===== config.mk =====
export PLATFORM = sky130hd
export DESIGN_NAME = multiport_register_file
export DESIGN_NICKNAME = d
export VERILOG_FILES = /design/src/rtl/multiport_register_file.sv
export SDC_FILE = /design/constraint.sdc
export NUM_CORES = 2
export LEC_CHECK = 0
export CAP_MARGIN = 20
export CORE_MARGIN = 2
export CORE_UTILIZATION = 49
export DETAILED_ROUTE_END_ITERATION = 10
export PLACE_DENSITY = 0.71
export SLEW_MARGIN = 5
export SYNTH_ARGS = -nofsm -noshare
export SYNTH_HDL_FRONTEND = slang
export SYNTH_SLANG_ARGS = --single-unit

===== constraint.sdc =====
create_clock -name clk -period 114.5 [get_ports clk]
set_clock_uncertainty 0.2 [all_clocks]
set_input_delay 22.9 -clock clk [delete_from_list [all_inputs] [get_ports clk]]
set_output_delay 22.9 -clock clk [all_outputs]
set_load 0.01 [all_outputs]

===== src/rtl/multiport_register_file.sv =====
// Multiport register file with per-register busy scoreboard and write-back bypass.
// Latency: reads and rbusy combinational (0 cycles), writes and busy updates 1 cycle; no backpressure.
module multiport_register_file #(
    parameter int XLEN     = 32,
    parameter int NREGS    = 32,
    parameter int NRD      = 2,
    parameter int ZERO_REG = 1,
    localparam int AW      = $clog2(NREGS),
    localparam int CW      = $clog2(NREGS + 1)
) (
    input  logic              clk,
    input  logic              rst,
    input  logic              we,
    input  logic [AW-1:0]     waddr,
    input  logic [XLEN-1:0]   wdata,
    input  logic [NRD*AW-1:0] raddr,
    output logic [NRD*XLEN-1:0] rdata,
    output logic [NRD-1:0]    rbusy,
    input  logic              sb_set,
    input  logic [AW-1:0]     sb_addr,
    input  logic              flush,
    output logic [CW-1:0]     busy_count
);

    logic [XLEN-1:0] r_regs [NREGS];
    logic [NREGS-1:0] r_busy;
    logic [CW-1:0]    r_busy_count;
    logic [NREGS-1:0] w_busy_nxt;
    logic [CW-1:0]    w_busy_cnt_nxt;

    // An address names real, writable state: in range and not the hardwired zero register.
    function automatic logic addr_ok(input logic [AW-1:0] a);
        return (32'(a) < NREGS) && !((ZERO_REG != 0) && (a == '0));
    endfunction

    always_comb begin
        w_busy_nxt = r_busy;
        if (we && addr_ok(waddr))
            w_busy_nxt[waddr] = 1'b0;
        // Set is applied after the clear so a coincident issue keeps the register busy.
        if (sb_set && addr_ok(sb_addr))
            w_busy_nxt[sb_addr] = 1'b1;
        if (flush)
            w_busy_nxt = '0;
    end

    always_comb begin
        w_busy_cnt_nxt = '0;
        for (int i = 0; i < NREGS; i++)
            w_busy_cnt_nxt = w_busy_cnt_nxt + CW'(w_busy_nxt[i]);
    end

    always_ff @(posedge clk or posedge rst) begin
        if (rst) begin
            for (int i = 0; i < NREGS; i++)
                r_regs[i] <= '0;
            r_busy       <= '0;
            r_busy_count <= '0;
        end else begin
            if (we && addr_ok(waddr))
                r_regs[waddr] <= wdata;
            r_busy       <= w_busy_nxt;
            r_busy_count <= w_busy_cnt_nxt;
        end
    end

    assign busy_count = r_busy_count;

    for (genvar p = 0; p < NRD; p++) begin : g_rd
        logic [AW-1:0] w_ra;
        logic          w_ok;
        logic          w_hit;

        assign w_ra  = raddr[p*AW +: AW];
        assign w_ok  = addr_ok(w_ra) && !rst;
        // A same-cycle write-back both forwards its data and resolves the hazard.
        assign w_hit = we && (waddr == w_ra);
        assign rdata[p*XLEN +: XLEN] = !w_ok ? '0 : (w_hit ? wdata : r_regs[w_ra]);
        assign rbusy[p] = w_ok && r_busy[w_ra] && !w_hit;
    end

endmodule


* Yosys cells after proc, flatten, opt, wreduce, memory -nomap -nowiden *
Cells that the tools add are included.

storage, ports and cells
  register bits after elaboration = 1,062
  output and inout bits = 72
  bits of input ports = 57
  logic and storage cells = 131

operators by class
  bitwise operators = 6
  multiplexer cells = 24
  order comparisons = 10
  equality and inequality tests = 2
  add/subtract/negate cells = 31
  reduce and logical (&&, ||, !) cells = 24

operators by type and width
  kind                count
  $bwmux 1024         1
  $mux 32             12
  $bmux 32 s5         2
  $demux 32 s5        1
  $add 6x1->6         26
  $and 32x32->32      1
  $not 32->32         1
  $or 32x32->32       1
  $lt 5x6->1 const B  4
  $logic_not 5->1     4
  $ge 6x6->1 const B  3
  $not 5->6           3
  $logic_and 1x1->1   13
  $bmux 1 s5          2
  $demux 1 s5         2
  $eq 5x5->1          2
  $ge 5x1->1 const B  2
  $logic_not 1->1     7
  $add 5x1->6         1
  $lt 6x1->1 const B  1
  $add 4x1->5         1
  $add 3x1->4         1
  $mux 1              4
  $add 2x1->3         1
  $add 1x1->2         1

* Depth between registers and ports, before layout *
  word-level depth = 41
  gate-level depth with buffers = 22
  depth with buffers taken out = 19

* Worst setup path after synthesis *
Ideal clock, no wire load.

  path type = input to output
  start point = in rst
  end point = out rdata[61]
  path slack = 42.141 ns
  arrival = 49.259 ns
  required time = 91.400 ns
  path buffers = 0
  stages on the path = 3
  cells stage by stage = inv_1 -> o31ai_1 -> a2111oi_0

on the way
  word-level cells in the longest chain between the ends = 3

ends and longest elaborated chain
  element            RTL line  text
  from (decl)        12        input logic rst,
  $logic_not 1->1    75        assign w_ok = addr_ok(w_ra) && !rst;
  $logic_and 1x1->1  75
  $mux 32            78        assign rdata[p*XLEN +: XLEN] = !w_ok ? '0 : (w_hit ? wdata : r_regs[w_ra]);
  to (decl)          17        output logic [NRD*XLEN-1:0] rdata,

Every way passes these cells.

* Final worst setup path *
  start point = in raddr[0]
  end point = out rdata[15]

on the way
  word-level cells in the longest chain between the ends = 6
  elaborated cells between the ends (all ways) = 11
  classes of those cells = eq/ne: 1; mux: 5; bitwise: 1; reduce/logical: 4

ends and longest elaborated chain
  element                                     RTL line  text
  from (decl)                                 16        input logic [NRD*AW-1:0] raddr,
  $not 5->6 (not written as such)             78
  $bmux 32 s5                                 78
  $mux 32 (not written as such) (2 in a row)  78
  $mux 32                                     78
  $mux 32 (*)                                 78

Every way passes the cells marked *; elsewhere a longest branch is shown, timed or not. The select of a mux whose other input is x is not followed.

==> qor.yml <==
hp-class: "reg2reg"
cts_tree: "yes"
root_buffer: "clkbuf_16"
wl_per_cell_um: 32.6
crit_type: "in2out"
outcome: "finished, final reports clean"
critical_path.cell_chain: "buf_8, buf_4, buf_4, buf_4, mux4_2, nand2_1, a31oi_1, nor3_1, o41ai_1, clkdlybuf4s50_1"
place_hpwl_mm: 95.8
clockBufferDepth: 3
synthSimpleGateAreaFrac_pct: 2.53
rrSetupSlack_ns: 109.20
r2r_cells: 17
dp_cells: 5236
start_util_pct: 49.3
power.switching_w: 0.000292
whs_path_depth: 0
synth_seq_cells: 1062
worst_r2r_endpoint: "busy_count[4]"
gp_congestion: 0.801
cp_max_fo: 51
tightestPinTransition_ns: 1.26
async_flop_share_pct: 100
synth_compound_area_share_pct: 5.05
maxCapViolCount: 0
placed_area_um2: 59500
min_to: "r_regs[1022]"
path_delay_family: "buffers and inverters"
fp.dieW_um: 346
fin_nets: 3920
cts_buffers: 112
clk-insertion-delay-late_ns: 0.71
synth_mux_area_share_pct: 41.0
drt_iter0_drc: 4394
synthCells: 3919
drv_slew: 0
critPathRequiredTime_ns: 91.40
post_cts_buffers: 0
path_buf_inv: 5
grtUsageTotal_pct: 29.7
min_period_over_period_pct: 44.6
cts_hold_buf: 0
syn_area_um2: 57200
clkTransAtPathRegs_ns: 0.06
grt_first_pass_wirelength_mm: 263
grt_max_degree: 173
drc: 0
ant_nets: 0
overflow: 0
synthTopCellsByArea: "dfrtp_1 46%, mux2_2 20%, mux4_2 19%"
vdd_drop_max_uv: 12.7
p_per_area_nw_per_um2: 17.4
drive_gt1_share_pct: 46.9
via_count: 37500
antenna_found_initial: 2
fmax_mhz: 19.6
synth.net_count: 4007
internal_power_w: 0.000818
max_slew_margin_pct: 16.0
yosysSeqAreaShare_pct: 46.5
synth_top_family_by_area: "multiplexers"
critPathLaunchType: "input pin"
synth_fa_ha_area_share_pct: 0.993
cp_slowest_stage_delay_ns: 0.85
htree_levels: 3
final.fill_count: 9283
yosysWarnings: 0
p_sw_share_pct: 26.3
dieArea_um2: 119000
avgSynthCellArea_um2: 14.6
totalNegativeSetupSlack_ns: 0
instances_no_fill: 5455
cts_resized: 0
worstHoldStart: "r_regs[1022]"
p_comb_share_pct: 19.1
finalSetupViolCount: 0
vias_per_cell: 6.87
detail_route.wirelength_mm: 178
synth_edf_count: 0
cellLeakagePower_nw: 27.6
power.share.clock_pct: 36.4
cp.depth: 10
rows: 125
power_w: 0.00111
cp_common_cell: "buf_4"
io_pins: 129
areaGrowthSynthToFinish_pct: 11.5
clkSinkCount: 1062
stdcell_area_um2: 63800
synth-xor-area-share_pct: 0.199
drtPass1Iterations: 6
crit_slowest_cell: "buf_4"
synth_top_area_share_pct: 46.5
seq_power_share_pct: 44.6
synth_area_leader_cell: "dfrtp_1"
layout_min_cycle_time_ns: 51.07
arrival_ns: 27.97
ys_types: 60
r2r-start: "r_busy[11]"
hold_violations: 0
grt_setup_unrepaired: "false"
dieHeight_um: 346
portBuffers: 128
coreArea_um2: 116000
grt_pass1_vias: 38600
ys.flop_type: "dfrtp_1"
worst_setup_path_end_kind: "output pin"
[final cells by class]
type | count | area [µm²] | share of cell area [%]
multi-input combinational | 2374 | 28700 | 45.0
inverter | 41 | 161 | 0.253
antenna | 2 | 5.00 | 0.00785
sequential | 1062 | 26600 | 41.7
clock inverter | 46 | 722 | 1.13
timing repair buffer | 241 | 2270 | 3.56
tap | 1524 | 1910 | 2.99
clock buffer | 165 | 3410 | 5.34
[cell usage after synthesis, drive strengths merged, types with 3 or more instances]
| cell | instances |
|---|---|
| o41ai | 9 |
| mux2 | 998 |
| a22oi | 37 |
| or3 | 3 |
| xnor2 | 8 |
| nor2 | 54 |
| ha | 7 |
| inv | 40 |
| fa | 24 |
| nand4b | 3 |
| nor3 | 11 |
| nand3b | 11 |
| mux4 | 476 |
| clkbuf | 220 |
| mux2i | 150 |
| o221a | 7 |
| a21oi | 38 |
| nand3 | 7 |
| nor4 | 33 |
| buf | 222 |
| and3 | 14 |
| a221oi | 18 |
| o21ai | 40 |
| nor3b | 7 |
| o211ai | 8 |
| and2 | 14 |
| a311o | 4 |
| a211oi | 32 |
| nand2 | 113 |
| a21o | 14 |
| xor2 | 5 |
| a31oi | 9 |
| o221ai | 12 |
| and3b | 3 |
| a22o | 34 |
| nor2b | 6 |
| a211o | 4 |
| dfrtp | 1062 |
| or2 | 5 |
| o22ai | 137 |
[metrics by stage]
stage | utilization, % | setup WS [ns] | hold slack, ns
2_1_floorplan | - | 42.14 | 0.241
3_3_place_gp | 51.3 | 63.35 | 0.177
4_1_cts | 54.9 | 63.34 | 0.197
3_5_place_dp | 51.3 | 63.35 | 0.182
5_1_grt | 54.9 | 63.07 | 0.207
6_report | 54.9 | 63.43 | 0.198
[registers in the layout, summed over array words and instances, names as in the netlist]
register	cells
r_busy	32
busy_count	6
r_regs	1024
[layout by cell type (no fill, tap or decap), types with 17 or more instances in the layout]
master | Yosys | final
dfrtp_1 | 1062 | 1062
mux2_2 | 998 | 998
mux4_2 | 476 | 476
mux2i_1 | 150 | 150
o22ai_1 | 137 | 137
clkdlybuf4s50_1 | 0 | 121
clkbuf_16 | 0 | 116
buf_4 | 29 | 100
nand2_1 | 113 | 96
nor2_1 | 54 | 39
o21ai_0 | 39 | 39
a21oi_1 | 38 | 38
inv_1 | 40 | 38
a22oi_1 | 37 | 37
a22o_1 | 34 | 34
nor4_1 | 33 | 33
clkbuf_8 | 0 | 33
a211oi_1 | 32 | 32
fa_1 | 24 | 24
a221oi_1 | 18 | 18
bufinv_16 | 0 | 18
clkbuf_1 | 220 | 17
clkinv_2 | 0 | 17
[worst max-delay path by stage]
stage	startpoint	to
after floorplan	rst	rdata[61]
after global placement	raddr[0]	rdata[15]
after detailed placement	raddr[0]	rdata[15]
after CTS	raddr[0]	rdata[15]
after global routing	raddr[0]	rdata[15]
final	raddr[0]	rdata[15]
[logic make-up after synthesis]
family          Yosys count
buf+inv                 483
compound gates          415
flops                  1062
simple gates            291
fa+ha+maj                31
xor+xnor                 13
mux                    1624
[worst register-to-register path, delay by kind of cell, from the launching register on]
family,cells,cell delay (ns)
and+or+nand+nor,1,0.11
buffers and inverters,4,0.20
AOI/OAI and AO/OA,3,0.50
DFF,1,0.40
adders and majority gates,8,3.68
xor gates and xnor gates,1,0.13
[routing by layer]
metal	part of all wire, %	routed length, µm	track usage (%)
met2	47	83500	46.6
met3	8.7	15500	6.19
met5	0.011	19	0
met4	4.0	7050	11.6
met1	40	71600	41.0
[power by group through the flow]
stage          sequential (W)  clock (W)  combinational (W)
6_report             0.000494   0.000404           0.000211
5_1_grt              0.000502   0.000425           0.000226
4_1_cts              0.000492   0.000408           0.000211
3_5_place_dp         0.000498          0           0.000210
3_3_place_gp         0.000493          0           0.000205
2_1_floorplan        0.000483          0           0.000167
No activity file was read; power rests on OpenSTA's default activity.
